[src/rtl/dg_mc_fifo_if.sv]
// Bundle of the shared write port, per-channel read/flush controls and
// per-channel status/data outputs for the multi-channel FIFO.
interface dg_mc_fifo_if #(
    parameter int CH_NUM     = 4,
    parameter int DATA_WIDTH = 32,
    parameter int ADDR_WIDTH = 4
);
    localparam int CW = (CH_NUM > 1) ? $clog2(CH_NUM) : 1;
    localparam int NW = ADDR_WIDTH + 1;

    logic                         wr_en;
    logic [CW-1:0]                wr_ch;
    logic [DATA_WIDTH-1:0]        din;
    logic [CH_NUM-1:0]            rd_en;
    logic [CH_NUM-1:0]            flush;
    logic [NW-1:0]                af_thresh;
    logic [NW-1:0]                ae_thresh;
    logic [CH_NUM*DATA_WIDTH-1:0] dout;
    logic [CH_NUM-1:0]            full;
    logic [CH_NUM-1:0]            empty;
    logic [CH_NUM-1:0]            almost_full;
    logic [CH_NUM-1:0]            almost_empty;
    logic [CH_NUM*NW-1:0]         count;
    logic [CH_NUM-1:0]            overflow;
    logic [CH_NUM-1:0]            underflow;

    modport master (
        output wr_en, wr_ch, din, rd_en, flush, af_thresh, ae_thresh,
        input  dout, full, empty, almost_full, almost_empty, count, overflow, underflow
    );

    modport slave (
        input  wr_en, wr_ch, din, rd_en, flush, af_thresh, ae_thresh,
        output dout, full, empty, almost_full, almost_empty, count, overflow, underflow
    );
endinterface

[src/rtl/dg_mc_fifo.sv]
// Multi-channel synchronous FIFO: CH_NUM independent queues behind one shared
// write port, each with its own pop, flush, thresholds and sticky error flags.
module dg_mc_fifo #(
    parameter int CH_NUM     = 4,
    parameter int DATA_WIDTH = 32,
    parameter int ADDR_WIDTH = 4,
    parameter int FWFT_EN    = 1
) (
    input  logic         clk,
    input  logic         rst_n,
    dg_mc_fifo_if.slave  bus
);
    localparam int CW    = (CH_NUM > 1) ? $clog2(CH_NUM) : 1;
    localparam int NW    = ADDR_WIDTH + 1;
    localparam int DEPTH = 1 << ADDR_WIDTH;

    for (genvar c = 0; c < CH_NUM; c++) begin : g_ch
        logic [NW-1:0]         wptr_q, wptr_d;
        logic [NW-1:0]         rptr_q, rptr_d;
        logic                  ovf_q, ovf_d;
        logic                  udf_q, udf_d;
        logic [DATA_WIDTH-1:0] hold_q, hold_d;
        logic [DATA_WIDTH-1:0] mem_q [DEPTH];

        logic [NW-1:0]         cnt;
        logic                  is_full, is_empty;
        logic                  wr_hit, wr_acc, rd_acc;
        logic [DATA_WIDTH-1:0] rd_data;

        assign cnt      = wptr_q - rptr_q;
        assign is_empty = (wptr_q == rptr_q);
        assign is_full  = (wptr_q[NW-1] != rptr_q[NW-1]) &&
                          (wptr_q[ADDR_WIDTH-1:0] == rptr_q[ADDR_WIDTH-1:0]);

        // Out-of-range wr_ch matches no channel, so such writes vanish with no flag.
        assign wr_hit  = bus.wr_en && (bus.wr_ch == CW'(c));
        assign wr_acc  = wr_hit && !is_full && !bus.flush[c];
        assign rd_acc  = bus.rd_en[c] && !is_empty && !bus.flush[c];
        assign rd_data = mem_q[rptr_q[ADDR_WIDTH-1:0]];

        always_comb begin
            wptr_d = wptr_q;
            rptr_d = rptr_q;
            ovf_d  = ovf_q;
            udf_d  = udf_q;
            hold_d = hold_q;
            if (bus.flush[c]) begin
                wptr_d = '0;
                rptr_d = '0;
                ovf_d  = 1'b0;
                udf_d  = 1'b0;
            end else begin
                if (wr_acc) wptr_d = wptr_q + 1'b1;
                if (rd_acc) begin
                    rptr_d = rptr_q + 1'b1;
                    hold_d = rd_data;
                end
                if (wr_hit && is_full)          ovf_d = 1'b1;
                if (bus.rd_en[c] && is_empty)   udf_d = 1'b1;
            end
        end

        always_ff @(posedge clk or negedge rst_n) begin
            if (!rst_n) begin
                wptr_q <= '0;
                rptr_q <= '0;
                ovf_q  <= 1'b0;
                udf_q  <= 1'b0;
                hold_q <= '0;
            end else begin
                wptr_q <= wptr_d;
                rptr_q <= rptr_d;
                ovf_q  <= ovf_d;
                udf_q  <= udf_d;
                hold_q <= hold_d;
            end
        end

        // Storage is not reset; contents are only reachable through the pointers.
        always_ff @(posedge clk) begin
            if (wr_acc) mem_q[wptr_q[ADDR_WIDTH-1:0]] <= bus.din;
        end

        // hold_q is the last popped word: the FWFT idle value and the registered-read output.
        if (FWFT_EN != 0) begin : g_fwft
            assign bus.dout[c*DATA_WIDTH +: DATA_WIDTH] = is_empty ? hold_q : rd_data;
        end else begin : g_reg
            assign bus.dout[c*DATA_WIDTH +: DATA_WIDTH] = hold_q;
        end

        assign bus.count[c*NW +: NW] = cnt;
        assign bus.full[c]           = is_full;
        assign bus.empty[c]          = is_empty;
        assign bus.almost_full[c]    = (cnt >= bus.af_thresh);
        assign bus.almost_empty[c]   = (cnt <= bus.ae_thresh);
        assign bus.overflow[c]       = ovf_q;
        assign bus.underflow[c]      = udf_q;
    end
endmodule
[src/flat_wrapper.sv]
// flat-port wrapper written by rule: the top's interface ports become plain ports
module dg_mc_fifo_flat 
#(
    parameter int CH_NUM     = 4,
    parameter int DATA_WIDTH = 32,
    parameter int ADDR_WIDTH = 4,
    parameter int FWFT_EN    = 1
)
  (clk, rst_n, bus_wr_en, bus_wr_ch, bus_din, bus_rd_en, bus_flush, bus_af_thresh, bus_ae_thresh, bus_dout, bus_full, bus_empty, bus_almost_full, bus_almost_empty, bus_count, bus_overflow, bus_underflow);
  dg_mc_fifo_if #(.CH_NUM(CH_NUM), .DATA_WIDTH(DATA_WIDTH), .ADDR_WIDTH(ADDR_WIDTH)) bus_i ();
  input  logic clk;
  input  logic rst_n;
  input wire logic [$bits(bus_i.wr_en)-1:0] bus_wr_en;
  input wire logic [$bits(bus_i.wr_ch)-1:0] bus_wr_ch;
  input wire logic [$bits(bus_i.din)-1:0] bus_din;
  input wire logic [$bits(bus_i.rd_en)-1:0] bus_rd_en;
  input wire logic [$bits(bus_i.flush)-1:0] bus_flush;
  input wire logic [$bits(bus_i.af_thresh)-1:0] bus_af_thresh;
  input wire logic [$bits(bus_i.ae_thresh)-1:0] bus_ae_thresh;
  output wire logic [$bits(bus_i.dout)-1:0] bus_dout;
  output wire logic [$bits(bus_i.full)-1:0] bus_full;
  output wire logic [$bits(bus_i.empty)-1:0] bus_empty;
  output wire logic [$bits(bus_i.almost_full)-1:0] bus_almost_full;
  output wire logic [$bits(bus_i.almost_empty)-1:0] bus_almost_empty;
  output wire logic [$bits(bus_i.count)-1:0] bus_count;
  output wire logic [$bits(bus_i.overflow)-1:0] bus_overflow;
  output wire logic [$bits(bus_i.underflow)-1:0] bus_underflow;
  assign bus_i.wr_en = bus_wr_en;
  assign bus_i.wr_ch = bus_wr_ch;
  assign bus_i.din = bus_din;
  assign bus_i.rd_en = bus_rd_en;
  assign bus_i.flush = bus_flush;
  assign bus_i.af_thresh = bus_af_thresh;
  assign bus_i.ae_thresh = bus_ae_thresh;
  assign bus_dout = bus_i.dout;
  assign bus_full = bus_i.full;
  assign bus_empty = bus_i.empty;
  assign bus_almost_full = bus_i.almost_full;
  assign bus_almost_empty = bus_i.almost_empty;
  assign bus_count = bus_i.count;
  assign bus_overflow = bus_i.overflow;
  assign bus_underflow = bus_i.underflow;
  dg_mc_fifo #(.CH_NUM(CH_NUM), .DATA_WIDTH(DATA_WIDTH), .ADDR_WIDTH(ADDR_WIDTH), .FWFT_EN(FWFT_EN)) u_core (.clk(clk), .rst_n(rst_n), .bus(bus_i));
endmodule
[config.mk]
export PLATFORM = sky130hd
export DESIGN_NAME = dg_mc_fifo_flat
export DESIGN_NICKNAME = d
export VERILOG_FILES = /design/src/rtl/dg_mc_fifo_if.sv /design/src/rtl/dg_mc_fifo.sv /design/src/flat_wrapper.sv
export SDC_FILE = /design/constraint.sdc
export NUM_CORES = 2
export LEC_CHECK = 0
export BUFFER_PORTS_ARGS = -buffer_cell sky130_fd_sc_hd__buf_2
export CAP_MARGIN = 10
export CORE_MARGIN = 2
export CORE_UTILIZATION = 35
export CTS_CLUSTER_SIZE = 14
export DETAILED_ROUTE_END_ITERATION = 10
export SLEW_MARGIN = 10
export SYNTH_ARGS = -nofsm -noshare
export SYNTH_HDL_FRONTEND = slang
export SYNTH_SLANG_ARGS = --single-unit
[constraint.sdc]
create_clock -name clk -period 5.1 [get_ports clk]
set_input_delay 1.02 -clock clk [delete_from_list [all_inputs] [get_ports clk]]
set_output_delay 1.02 -clock clk [all_outputs]
set_load 0.02 [all_outputs]
==> flow_metrics.env <==
export IMPL_multi_input_area_um2=20900
export IMPL_max_freq_mhz=204
export IMPL_setup_viol=0
export IMPL_setup_tns_ps=0
export IMPL_timing_reg2reg_setup_slack_ps=1620
export IMPL_r2r_start="u_core.g_ch[3].rptr_q[3]"
export IMPL_io_pins=227
export IMPL_coreArea_um2=251000
export IMPL_cts_num_sinks=2224
export IMPL_hpwl_mm=124
export IMPL_synthArstFlopShare=0.0791
export IMPL_cap_violations=0
export IMPL_tightest_slew_ps=1200
export IMPL_drt_initial_drc_count=4898
export IMPL_grt_pass1_wl_mm=325
export IMPL_rows=184
export IMPL_pwr_share_clk=0.395
export IMPL_clkTransAtPathRegs_ps=60
export IMPL_crit_chain="inv_1 > ha_1 > inv_1 > fa_1 > ha_1 > nor2b_1 > o21a_1 > o21ai_0 > nand2_1 > o211ai_1 > buf_4 > buf_2"
export IMPL_slew_violations=0
export IMPL_synthDistinctLibCells=37
export IMPL_antenna_found_initial=17
export IMPL_cp_data_arrival_time_ps=3870
export IMPL_swShare=0.249
export IMPL_cp_end_kind="output port"
export IMPL_cts_tree="built"
export IMPL_relSlewSlack=0.199
export IMPL_period_share=0.959
export IMPL_leakagePower_nw=33.0
export IMPL_netlist_area_um2=88100
export IMPL_wl_mm=224
export IMPL_grt_use_total=0.173
export IMPL_die_h_um=506
export IMPL_synthAdderAreaFrac=0.0117
export IMPL_powerDensity_nw_per_um2=408
export IMPL_peakVddDrop_mv=0.333
export IMPL_nNetsFinal=5378
export IMPL_p_int_w=0.0309
export IMPL_ant_nets=0
export IMPL_drive_gt1_frac=0.242
export IMPL_synthXorXnorAreaFrac=0.00457
export IMPL_ys_warn_count=0
export IMPL_synth_fp_nets=5044
export IMPL_grt_pass1_vias=46400
export IMPL_area_growth_syn_to_layout_pct=14.8
export IMPL_slowest_stage="fa_1"
export IMPL_cts_max_path_buffers=3
export IMPL_synth_edf_count=2048
export IMPL_synth_compound_area_frac=0.0266
export IMPL_comb_power_share=0.102
export IMPL_cp_start_kind="flip-flop"
export IMPL_port_buffers=226
export IMPL_cts_buffers=228
export IMPL_fin_cells=8789
export IMPL_syn_area_per_cell_um2=17.9
export IMPL_critical_path_required_ps=4080
export IMPL_seqPwrFrac=0.503
export IMPL_ys_flop_type="edfxtp_1"
export IMPL_die_w_um=506
export IMPL_wire_per_inst_um=25.5
export IMPL_num_vias=45600
export IMPL_initial_core_util=0.351
export IMPL_regArea_um2=65900
export IMPL_ys_ff_latch=2224
export IMPL_grt_max_degree=132
export IMPL_power_switching_w=0.0103
export IMPL_synthCells=4909
export IMPL_ys_seq_area_frac=0.748
export IMPL_firstDrtPassIters=5
export IMPL_path_class="flip-flop to output port"
export IMPL_cts_htree_levels=4
export IMPL_root_buffer="clkbuf_16"
export IMPL_cpPeakStageDelay_ps=820
export IMPL_period_needed_ps=4890
export IMPL_filler_cell_count=22400
export IMPL_ctsHoldBuffers=0
export IMPL_rr_worst_depth=8
export IMPL_yosys_area_share_simple=0.0585
export IMPL_die_area_um2=256000
export IMPL_r2r_end="u_core.g_ch[3].mem_q[9][27]"
export IMPL_path_max_fanout=5
export IMPL_clock_latency_ps=860
export IMPL_gr_total_overflow=0
export IMPL_route_detailed_drc=0
export IMPL_postCtsSetupBuffers=0
export IMPL_rsz0062_at_grt="false"
export IMPL_synth_mux_area_frac=0.131
export IMPL_vias_per_cell=5.18
export IMPL_placed_cells=8361
export IMPL_gp_congestion=0.767
export IMPL_clock_skew_ps=35.9
export IMPL_synth_top_family_by_area="multiplexers"
export IMPL_min_path_type="primary input to asynchronous set/reset pin"
export IMPL_outcome="completed"
export IMPL_finalHoldViolations=0
-- through the flow --
| step | hold WS [ps] | worst slack (ps) | util | power (W) | cell area, um^2 |
|---|---|---|---|---|---|
| 5_1_grt | 138 | 5.05 | 0.403 | 0.0428 | 101000 |
| 3_5_place_dp | 475 | 874 | 0.374 | 0.0254 | 93800 |
| 6_report | 127 | 208 | 0.403 | 0.0412 | 101000 |
| 4_1_cts | 111 | 45.2 | 0.403 | 0.0417 | 101000 |
| 2_1_floorplan | 455 | 378 | - | 0.0235 | 88100 |
| 3_3_place_gp | 467 | 890 | 0.374 | 0.0253 | 93800 |
-- worst max path at each step --
| stage | from | to | slack (ps) | cells past startpoint |
|---|---|---|---|---|
| global route | u_core.g_ch[2].rptr_q[2] | bus_almost_full[2] | 5 | 9 |
| global placement | u_core.g_ch[2].rptr_q[2] | bus_almost_full[2] | 890 | 10 |
| finish | u_core.g_ch[1].wptr_q[0] | bus_almost_empty[1] | 210 | 12 |
| detailed placement | u_core.g_ch[2].rptr_q[2] | bus_almost_full[2] | 870 | 10 |
| floorplan | u_core.g_ch[0].rptr_q[1] | u_core.g_ch[0].mem_q[3][0] | 380 | 9 |
| CTS | u_core.g_ch[2].rptr_q[2] | bus_almost_full[2] | 50 | 9 |
-- critical path, delay by kind of cell, from the launching register on --
| family | cells | cell delay (ps) |
|---|---|---|
| adder cells (fa/ha/maj) | 3 | 1320 |
| flip-flops | 1 | 440 |
| AND/OR/NAND/NOR | 2 | 220 |
| buffers and inverters | 4 | 570 |
| AO/OA/AOI/OAI | 3 | 440 |
-- synthesized netlist by cell type (24+ instances only) --
cell type | count | area share
nand3_1 | 142 | 0.0081
ha_1 | 76 | 0.011
buf_2 | 81 | 0.0046
dfrtp_1 | 176 | 0.050
buf_6 | 43 | 0.0055
a21oi_1 | 39 | 0.0022
nand2_1 | 940 | 0.040
xnor2_1 | 24 | 0.0024
inv_1 | 42 | 0.0018
clkbuf_1 | 119 | 0.0051
o21ai_1 | 384 | 0.022
edfxtp_1 | 2048 | 0.70
mux4_2 | 512 | 0.13
nor2_1 | 105 | 0.0045
-- layer usage --
metal,part of all wire,global-route usage,vias up
met5,0.000054,0,-
met4,0.020,0.0430,2
met3,0.057,0.0251,263
met2,0.50,0.290,1448
met1,0.43,0.237,24100
li1,-,-,19800
-- power groups by stage --
stage	logic, W	registers, W	clock network (W)
floorplan	0.00246	0.0210	0
global placement	0.00421	0.0211	0
detailed placement	0.00429	0.0211	0
CTS	0.00431	0.0207	0.0166
global route	0.00464	0.0208	0.0173
finish	0.00421	0.0207	0.0163
-- layout by cell type, fill, tap and decap left out, types with 59 or more instances in the layout --
cell type	n
nand2_1	940
buf_4	141
buf_2	225
mux4_2	512
ha_1	76
clkbuf_16	232
edfxtp_1	2048
o21ai_1	384
dfrtp_1	160
clkbuf_1	59
nand3_1	142
-- cell families (layout without fill, tap and decap cells) --
group           after synthesis  after routing
compound gates              457            457
other cells                   0              8
flops                      2224           2224
xor+xnor                     46             46
buf+inv                     326            850
fa+ha+maj                    80             80
mux                         512            512
simple gates               1264           1264
-- area by class of cell --
| cell class | instances | share of cell area |
|---|---|---|
| timing repair buffer | 388 | 0.0259 |
| sequential | 2224 | 0.652 |
| clock buffer | 293 | 0.0599 |
| multi-input combinational | 2359 | 0.207 |
| antenna | 8 | 0.000198 |
| clock inverter | 127 | 0.0122 |
| tap | 3348 | 0.0414 |
| inverter | 42 | 0.00158 |
-- sequential cells by signal (all words and copies together) (netlist names) --
| signal | count |
|---|---|
| u_core.g_ch.wptr_q | 20 |
| u_core.g_ch.rptr_q | 20 |
| u_core.g_ch.udf_q | 4 |
| u_core.g_ch.ovf_q | 4 |
| u_core.g_ch.mem_q | 2048 |
| u_core.g_ch.hold_q | 128 |
-- what timing repair did --
item,CTS,global route
hold endpoints to repair,0,0
resized for setup,1,2
cloned,0,0
endpoints found under the setup margin,1,32
pin swaps,0,0
No activity file was read; power rests on OpenSTA's default activity.
